### src/rtl/noc_src_pkg.sv
// Shared types and constants for the NoC packet source.
package noc_src_pkg;

  // Frame generator FSM states
  typedef enum logic [2:0] {
    ST_IDLE,
    ST_DEST,
    ST_REQH,
    ST_REQL,
    ST_WAIT
  } state_e;

  localparam int unsigned LFSR_W  = 16;
  // Fibonacci taps 16,14,13,11 as bit positions 15,13,12,10
  localparam logic [LFSR_W-1:0] LFSR_TAPS = 16'hB400;

  // Header field layout: {src_id, dy, dx}
  localparam int unsigned COORD_W     = 4;
  localparam int unsigned HDR_DX_LSB  = 0;
  localparam int unsigned HDR_DY_LSB  = 4;
  localparam int unsigned HDR_SRC_LSB = 8;

  localparam int unsigned BEAT_W = 16;
  localparam int unsigned GAP_W  = 16;

  // One LFSR shift: feedback is the XOR of the tapped bits, shifted in at the LSB
  function automatic logic [LFSR_W-1:0] lfsr_step(input logic [LFSR_W-1:0] s);
    return {s[LFSR_W-2:0], ^(s & LFSR_TAPS)};
  endfunction

endpackage

### src/rtl/noc_sync2.sv
// Two-flop synchroniser for a single asynchronous level.
//  clk  in  sampling clock
//  rst  in  synchronous reset, active-high (clears both flops)
//  d    in  asynchronous input
//  q    out synchronised output, two clk edges of latency
module noc_sync2 (
  input  logic clk,
  input  logic rst,
  input  logic d,
  output logic q
);

  logic meta;

  always_ff @(posedge clk) begin
    if (rst) begin
      meta <= 1'b0;
      q    <= 1'b0;
    end else begin
      meta <= d;
      q    <= meta;
    end
  end

endmodule

### src/rtl/noc_pkt_src.sv
// Clocked traffic source for one mesh node. Emits frames of one header flit
// plus PL payload flits over a 4-phase req/ack link to an asynchronous router.
//  clk       in   single clock
//  rst       in   synchronous reset, active-high
//  en        in   allow new frames to start
//  o_data    out  flit data, stable while o_req=1
//  o_eof     out  last payload flit marker, qualified by o_req
//  o_req     out  4-phase request
//  i_ack     in   4-phase acknowledge, asynchronous to clk
//  o_busy    out  frame in flight
//  o_frames  out  frames completed
//  o_flits   out  flits completed
module noc_pkt_src
  import noc_src_pkg::*;
#(
  parameter int unsigned DW   = 16,
  parameter int unsigned DIMX = 4,
  parameter int unsigned DIMY = 3,
  parameter int unsigned MYX  = 0,
  parameter int unsigned MYY  = 0,
  parameter int unsigned PL   = 8,
  parameter int unsigned GAP  = 16,
  parameter logic [15:0] SEED = 16'hACE1
) (
  input  logic          clk,
  input  logic          rst,
  input  logic          en,
  output logic [DW-1:0] o_data,
  output logic          o_eof,
  output logic          o_req,
  input  logic          i_ack,
  output logic          o_busy,
  output logic [31:0]   o_frames,
  output logic [31:0]   o_flits
);

  localparam int unsigned SRC_ID = MYY * DIMX + MYX;
  localparam logic [BEAT_W-1:0] LAST_BEAT = BEAT_W'(PL - 1);

  state_e              state_q, state_n;
  logic [LFSR_W-1:0]   lfsr_q, lfsr_n;
  logic [BEAT_W-1:0]   beat_q, beat_n, beat_inc;
  logic                hdr_q, hdr_n;
  logic [GAP_W-1:0]    gap_q, gap_n;
  logic [DW-1:0]       data_n, hdr_word;
  logic                eof_n, req_n, busy_n;
  logic [31:0]         frames_n, flits_n;
  logic [COORD_W-1:0]  dx, dy;
  logic                dest_self;
  logic                ack_s;

  // Payload beat word: {frame_no[7:0], k[7:0]} fitted to DW
  function automatic logic [DW-1:0] pay_word(input logic [7:0] fno, input logic [7:0] k);
    return DW'({fno, k});
  endfunction

  noc_sync2 u_ack_sync (
    .clk (clk),
    .rst (rst),
    .d   (i_ack),
    .q   (ack_s)
  );

  // Destination decode from the current LFSR value and header assembly
  always_comb begin
    dx        = COORD_W'(32'(lfsr_q[7:0]) % DIMX);
    dy        = COORD_W'(32'(lfsr_q[15:8]) % DIMY);
    dest_self = (dx == COORD_W'(MYX)) && (dy == COORD_W'(MYY));
    hdr_word  = '0;
    hdr_word[HDR_DX_LSB +: COORD_W]   = dx;
    hdr_word[HDR_DY_LSB +: COORD_W]   = dy;
    hdr_word[DW-1:HDR_SRC_LSB]        = (DW - HDR_SRC_LSB)'(SRC_ID);
  end

  assign beat_inc = beat_q + BEAT_W'(1);

  // Next-state and next-output logic
  always_comb begin
    state_n  = state_q;
    lfsr_n   = lfsr_q;
    beat_n   = beat_q;
    hdr_n    = hdr_q;
    gap_n    = gap_q;
    data_n   = o_data;
    eof_n    = o_eof;
    frames_n = o_frames;
    flits_n  = o_flits;

    case (state_q)
      ST_IDLE: begin
        // A high ack_s means the router is still releasing the last phase
        if (en && !ack_s) state_n = ST_DEST;
      end
      ST_DEST: begin
        lfsr_n = lfsr_step(lfsr_q);
        if (!dest_self) begin
          data_n  = hdr_word;
          eof_n   = 1'b0;
          beat_n  = '0;
          hdr_n   = 1'b1;
          state_n = ST_REQH;
        end
      end
      ST_REQH: begin
        if (ack_s) state_n = ST_REQL;
      end
      ST_REQL: begin
        if (!ack_s) begin
          flits_n = o_flits + 32'd1;
          if (hdr_q) begin
            hdr_n   = 1'b0;
            data_n  = pay_word(o_frames[7:0], 8'd0);
            eof_n   = (LAST_BEAT == '0);
            state_n = ST_REQH;
          end else if (beat_q != LAST_BEAT) begin
            beat_n  = beat_inc;
            data_n  = pay_word(o_frames[7:0], beat_inc[7:0]);
            eof_n   = (beat_inc == LAST_BEAT);
            state_n = ST_REQH;
          end else begin
            frames_n = o_frames + 32'd1;
            gap_n    = GAP_W'(GAP);
            state_n  = ST_WAIT;
          end
        end
      end
      ST_WAIT: begin
        if (gap_q == '0) state_n = ST_IDLE;
        else             gap_n   = gap_q - GAP_W'(1);
      end
      default: state_n = ST_IDLE;
    endcase

    // Handshake and busy flags follow the state being entered
    req_n  = (state_n == ST_REQH);
    busy_n = (state_n == ST_DEST) || (state_n == ST_REQH) || (state_n == ST_REQL);
  end

  // State and registered outputs
  always_ff @(posedge clk) begin
    if (rst) begin
      state_q  <= ST_IDLE;
      lfsr_q   <= SEED;
      beat_q   <= '0;
      hdr_q    <= 1'b0;
      gap_q    <= '0;
      o_data   <= '0;
      o_eof    <= 1'b0;
      o_req    <= 1'b0;
      o_busy   <= 1'b0;
      o_frames <= '0;
      o_flits  <= '0;
    end else begin
      state_q  <= state_n;
      lfsr_q   <= lfsr_n;
      beat_q   <= beat_n;
      hdr_q    <= hdr_n;
      gap_q    <= gap_n;
      o_data   <= data_n;
      o_eof    <= eof_n;
      o_req    <= req_n;
      o_busy   <= busy_n;
      o_frames <= frames_n;
      o_flits  <= flits_n;
    end
  end

endmodule

### config.mk
export PLATFORM = sky130hd
export DESIGN_NAME = noc_pkt_src
export DESIGN_NICKNAME = d
export VERILOG_FILES = /design/src/rtl/noc_src_pkg.sv /design/src/rtl/noc_sync2.sv /design/src/rtl/noc_pkt_src.sv
export SDC_FILE = /design/constraint.sdc
export NUM_CORES = 1
export LEC_CHECK = 0
export CORE_ASPECT_RATIO = 0.75
export CORE_UTILIZATION = 45
export CTS_BUF_LIST = sky130_fd_sc_hd__clkbuf_8
export DETAILED_ROUTE_END_ITERATION = 10
export MAX_ROUTING_LAYER = met4
export PLACE_DENSITY = 0.66
export SETUP_SLACK_MARGIN = 0.02
export SYNTH_ARGS = -nofsm -noshare
export SYNTH_HDL_FRONTEND = slang
export SYNTH_HIERARCHICAL = 1
export SYNTH_SLANG_ARGS = --single-unit
export TNS_END_PERCENT = 20
### constraint.sdc
create_clock -name clk -period 6.9 [get_ports clk]
set_input_delay 0.69 -clock clk [delete_from_list [all_inputs] [get_ports clk]]
set_output_delay 0.69 -clock clk [all_outputs]
set_load 0.05 [all_outputs]
Word level (Yosys, flattened, before mapping)
Index checks and enable logic that the tools add are counted.
Widths: inputs -> output; s select.

word-level totals
  register bits = 137
  latch bits = 0
  bits in writable memories = 0
  ROM bits = 0
  bits of input ports = 4
  output and inout bits = 83
  logic and storage cells = 86
  memories kept = 0

cells by class
  add/sub/neg operators = 4
  $mul = 0
  div/mod/pow operators = 1
  order comparisons = 0
  equality and inequality tests = 16
  shifts and indexed selects = 0
  muxes and demuxes = 31
  bitwise operators = 3
  reduce and logical (&&, ||, !) cells = 18

operator list
  cell                   number
  $mux 16                12
  $pmux 16 s2            3
  $add 32x1->32 const B  2
  $mod 8x2->32 const B   1
  $mux 3                 7
  $add 16x1->16 const B  1
  $eq 16x3->1 const B    1
  $logic_not 16->1       1
  $ne 16x3->1 const B    1
  $reduce_xor 16->1      1
  $sub 16x1->16 const B  1
  $pmux 3 s5             1
  $eq 3x2->1 const B     4
  $ne 2x2->1 const B     6
  $reduce_and 5->1       2
  $logic_not 4->1        2
  $reduce_and 4->1       2
  $eq 3x1->1 const B     2
  $mux 1                 6
  $pmux 1 s2             2
  $reduce_bool 2->1      2
  $eq 3x3->1 const B     1
  $logic_not 3->1        1
  $ne 3x3->1 const B     1
  other kinds (6)        10

Longest topological paths before layout
  word-level depth = 8
  depth in mapped cells = 24
  gate-level depth less buffers = 20

By module
The synthesis kept the hierarchy.

by module, submodules not included
  module       instances  cells each  area an instance (um^2)  sequential area each (um^2)
  noc_pkt_src  1          879         7,288.2                  2,702.6
  noc_sync2    1          4           52.6                     40.0

Worst setup path after synthesis
OpenSTA, ideal clock, no wires.

  path type = register to register
  from = register lfsr_q[13]
  to = register o_data[11]
  library setup time = 0.061 ns
  data arrival time = 5.178 ns
  data required time = 6.839 ns
  slack = 1.661 ns
  cell stages (with the launch flop) = 24
  buffers on the path = 3
  period minus slack after synthesis = 5.239 ns
  cells stage by stage = dfxtp_1 -> buf_2 -> inv_1 -> ha_1 -> nor2b_4 -> buf_6 -> o211ai_2 -> o2111a_1 -> nor2_1 -> or3_1 -> a2bb2oi_1 -> ha_1 -> inv_1 -> nand4_1 -> a211oi_4 -> xnor2_1 -> ha_1 -> nor4b_1 -> and2_1 -> a221oi_4 -> or3_1 -> buf_2 -> a21oi_4 -> a22o_1

on the way
  cells in the longest elaborated chain, start to end = 5

RTL lines
  element                     RTL line            text
  from (decl)                 noc_pkt_src.sv:41   logic [LFSR_W-1:0] lfsr_q, lfsr_n;
  from (signal assigned)      noc_pkt_src.sv:155  lfsr_q <= lfsr_n;
  $mod 8x2->32                noc_pkt_src.sv:67   dy = COORD_W'(32'(lfsr_q[15:8]) % DIMY);
  $logic_not 4->1             noc_pkt_src.sv:68   dest_self = (dx == COORD_W'(MYX)) && (dy == COORD_W'(MYY));
  $logic_and 1x1->1           noc_pkt_src.sv:68
  $ne 2x2->1 (no line)        -
  $reduce_and 4->1 (no line)  -
  to (signal assigned)        noc_pkt_src.sv:159  o_data <= data_n;
  to (decl)                   noc_pkt_src.sv:28   output logic [DW-1:0] o_data,

Every way passes these cells.
A chain may end at the register's enable or synchronous reset.

Worst setup path in the final report
  from = register lfsr_q[13]
  to = register beat_q[9]

on the way
  cells in the longest elaborated chain, start to end = 5

RTL lines
  element                     RTL line            text
  $mod 8x2->32                noc_pkt_src.sv:67
  $logic_not 4->1             noc_pkt_src.sv:68
  $logic_and 1x1->1           noc_pkt_src.sv:68
  $ne 2x2->1 (no line)        -
  $reduce_and 5->1 (no line)  -
  to (signal assigned)        noc_pkt_src.sv:156  beat_q <= beat_n;
  to (decl)                   noc_pkt_src.sv:42   logic [BEAT_W-1:0] beat_q, beat_n, beat_inc;

Every way passes these cells.

==> results_dict.tcl <==
set metrics [dict create \
    placementRows 40 \
    setup_violations 0 \
    hpwl_um 12300 \
    slowest_stage "dfxtp_1" \
    synth_edf_count 0 \
    cts_tree "done" \
    grt_pass1_vias 5677 \
    cts_setup_buffers 0 \
    ios 87 \
    fin_nets 954 \
    crit_arrival_ns 6.53 \
    timing.hold.ws_ns 0.438 \
    design.core.area_um2 16000 \
    mostFrequentLayoutCell "dfxtp_1" \
    synth.distinct_cells 89 \
    area_growth_pct 17.8 \
    r2r_start "lfsr_q[13]" \
    syn_avg_cell_area_um2 8.31 \
    status "finished, final reports clean" \
    synth_flop_cell "dfxtp_1" \
    cts_buffer_depth 2 \
    place_inst 1131 \
    syn_inst 883 \
    antenna_found_initial 0 \
    period_minus_slack_ns 6.23 \
    floorplan.initialDensity_pct 46.0 \
    gp_congestion 0.965 \
    globalRouteOverflowTotal 0 \
    drv_cap 0 \
    crit_path_frequent_cell "ha_1" \
    grt_pass1_wl_um 29500 \
    endpoint_kind "flop" \
    clkTransAtPathRegs_ns 0.08 \
    via_per_inst 5.51 \
    fillCellCount 1453 \
    worstHoldPathType "reg2reg" \
    crit_type "reg2reg" \
    critPathBufInv 2 \
    worst_pin_slew_ns 1.04 \
    powerDensity_nw_per_um2 221 \
    final.period_utilization_pct 90.3 \
    critPathTopFamily "simple AND/OR/NAND/NOR gates" \
    slew_violations 0 \
    skew_ns 0.0150 \
    rsz0062_at_grt "no" \
    cts_buffers 17 \
    wl_um 17500 \
    hold_path.startpoint "u_ack_sync/meta" \
    slew_headroom_pct 30.5 \
    n_antenna_cell 0 \
    fmax_mhz 161 \
    cts_num_sinks 137 \
    ys_warn_count 6 \
    multiInputGateArea_um2 4300 \
    io_buffers 86 \
    leakage_nw 3.10 \
    crit_path_start "lfsr_q[13]" \
    hold_buffers 0 \
    critPathMaxFanout 15 \
    async_flop_share_pct 0 \
    die_area_um2 16800 \
    crit_path_start_kind "flop" \
    fin_cells 1163 \
    finalHoldViolCount 0 \
    cpPeakStageDelay_ns 0.69 \
    required_ns 7.20 \
    htree_levels 4 \
    fp.dieH_um 113 \
    cts_resized 0 \
    wire_per_inst_um 15.0 \
    mostFrequentLayoutCells "dfxtp_1 (137), nand2_1 (103), nor2_1 (102)" \
    synth_nets 897 \
    regArea_um2 2740 \
    synthesis.area_um2 7340 \
    vias 6407 \
    fin_setup_tns_ns 0 \
    drive_above_1_share_pct 7.24 \
    p_total_mw 1.91 \
    synth_seq_cells 137 \
    drc 0 \
    synth_seq_area_share_pct 37.4 \
    crit_chain "inv_1 > ha_1 > nor2b_4 > or3_4 > o2111a_1 > nor2_1 > or3_1 > a2bb2oi_1 > ha_1 > inv_1 > nand4_1 > a211oi_4 > xnor2_1 > ha_1 > nor4b_1 > and2_1 > a211o_1 > a2bb2oi_2 > o211ai_2 > o211ai_1" \
    die_w_um 149 \
    cts_root_buf "clkbuf_8" \
    drt_pass1_iterations 5 \
    grt_max_degree 80 \
    ant_nets 0 \
    clkLatencyLatePin_ns 0.45 \
    grt_usage_pct 22.3 \
    drtIter0Drc 423 \
    max-vdd-ir-drop_v 0.000139 \
]
Yosys cell counts, types with 4 or more instances:
| master | number | area [um^2] |
|---|---|---|
| a211o_1 | 4 | 35.0 |
| a211oi_1 | 5 | 37.5 |
| a21boi_1 | 4 | 30.0 |
| a21oi_1 | 39 | 195 |
| a22o_1 | 8 | 70.1 |
| a22oi_1 | 4 | 30.0 |
| a31oi_1 | 5 | 31.3 |
| a41oi_1 | 8 | 70.1 |
| and2_1 | 9 | 56.3 |
| and3_1 | 16 | 100 |
| and4_1 | 14 | 123 |
| buf_2 | 5 | 25.0 |
| clkbuf_1 | 38 | 143 |
| dfxtp_1 | 137 | 2740 |
| ha_1 | 10 | 125 |
| inv_1 | 16 | 60.1 |
| mux2i_1 | 4 | 40.0 |
| nand2_1 | 103 | 387 |
| nand2b_1 | 7 | 43.8 |
| nand3_1 | 39 | 195 |
| nand4_1 | 22 | 138 |
| nor2_1 | 102 | 383 |
| nor2b_1 | 11 | 68.8 |
| nor3_1 | 28 | 140 |
| nor4_1 | 7 | 43.8 |
| o211ai_1 | 10 | 75.1 |
| o21ai_0 | 28 | 140 |
| o31ai_1 | 6 | 45.0 |
| or3_1 | 15 | 93.8 |
| xnor2_1 | 28 | 245 |
| xor2_1 | 56 | 490 |
flip-flops by register name (all words and copies together) (netlist names):
signal,cells
beat_q,16
gap_q,16
hdr_q,1
lfsr_q,16
o_busy,1
o_data,16
o_eof,1
o_flits,32
o_frames,32
o_req,1
state_q,3
u_ack_sync/meta,1
u_ack_sync/q,1
kinds of logic (layout without fill, tap and decap cells):
logic type               count (synthesis)  in the layout  share of synthesized area, %
XOR/XNOR                                84             84                          10.0
adder cells (fa/ha/maj)                 10             10                          1.70
AO/OA/AOI/OAI                          178            178                          18.9
flip-flops                             137            137                          37.4
multiplexers                             8              8                          1.16
buffers and inverters                   70            140                          4.09
AND/OR/NAND/NOR                        396            396                          26.8
per-stage QoR:
step,cell area [um^2],worst slack (ns),utilization (%)
final,8650,0.671,54.2
after global routing,8650,0.178,54.2
after CTS,8650,0.773,54.2
after detailed placement,8260,0.805,51.7
after global placement,8260,0.981,51.7
after floorplan,7340,1.66,-
path summary, 6_finish.rpt:
| path | to | slack [ns] | cells past startpoint |
|---|---|---|---|
| worst max-delay path | beat_q[9] | 0.67 | 20 |
| worst min-delay path | u_ack_sync/q | 0.44 | 1 |
| worst max register to register | beat_q[9] | 0.67 | 20 |
| worst min register to register | u_ack_sync/q | 0.44 | 1 |
per-layer routing:
layer	track usage, %	vias to the layer above	routed length, um
met3	4.67	22	919
met1	33.5	2943	9450
met2	29.1	161	6930
met5	-	-	0
met4	6.39	0	199
li1	-	3281	-
report_power, final:
group | total (mW) | leakage, nW | internal [mW] | switching, mW
Sequential | 0.842 | 1.11 | 0.811 | 0.0312
Clock | 0.647 | 0.190 | 0.321 | 0.326
Combinational | 0.420 | 1.80 | 0.153 | 0.268
Total | 1.91 | 3.10 | 1.29 | 0.625
worst register-to-register path, delay by kind of cell, from the launching register on:
kind	cells	cell delay, ns
buf+inv	2	0.34
compound gates	7	1.92
flops	1	0.69
simple gates	7	2.03
xor+xnor	1	0.25
fa+ha+maj	3	0.88
final cells by class:
| type | count | area share, % |
|---|---|---|
| inverters | 19 | 0.825 |
| clock inverters | 15 | 1.77 |
| flip-flops and latches | 137 | 31.7 |
| repair buffers | 89 | 10.2 |
| well taps | 210 | 3.04 |
| multi-input cells | 676 | 49.8 |
| clock buffers | 17 | 2.71 |
Note: power is estimated with default switching activity, not from simulation.
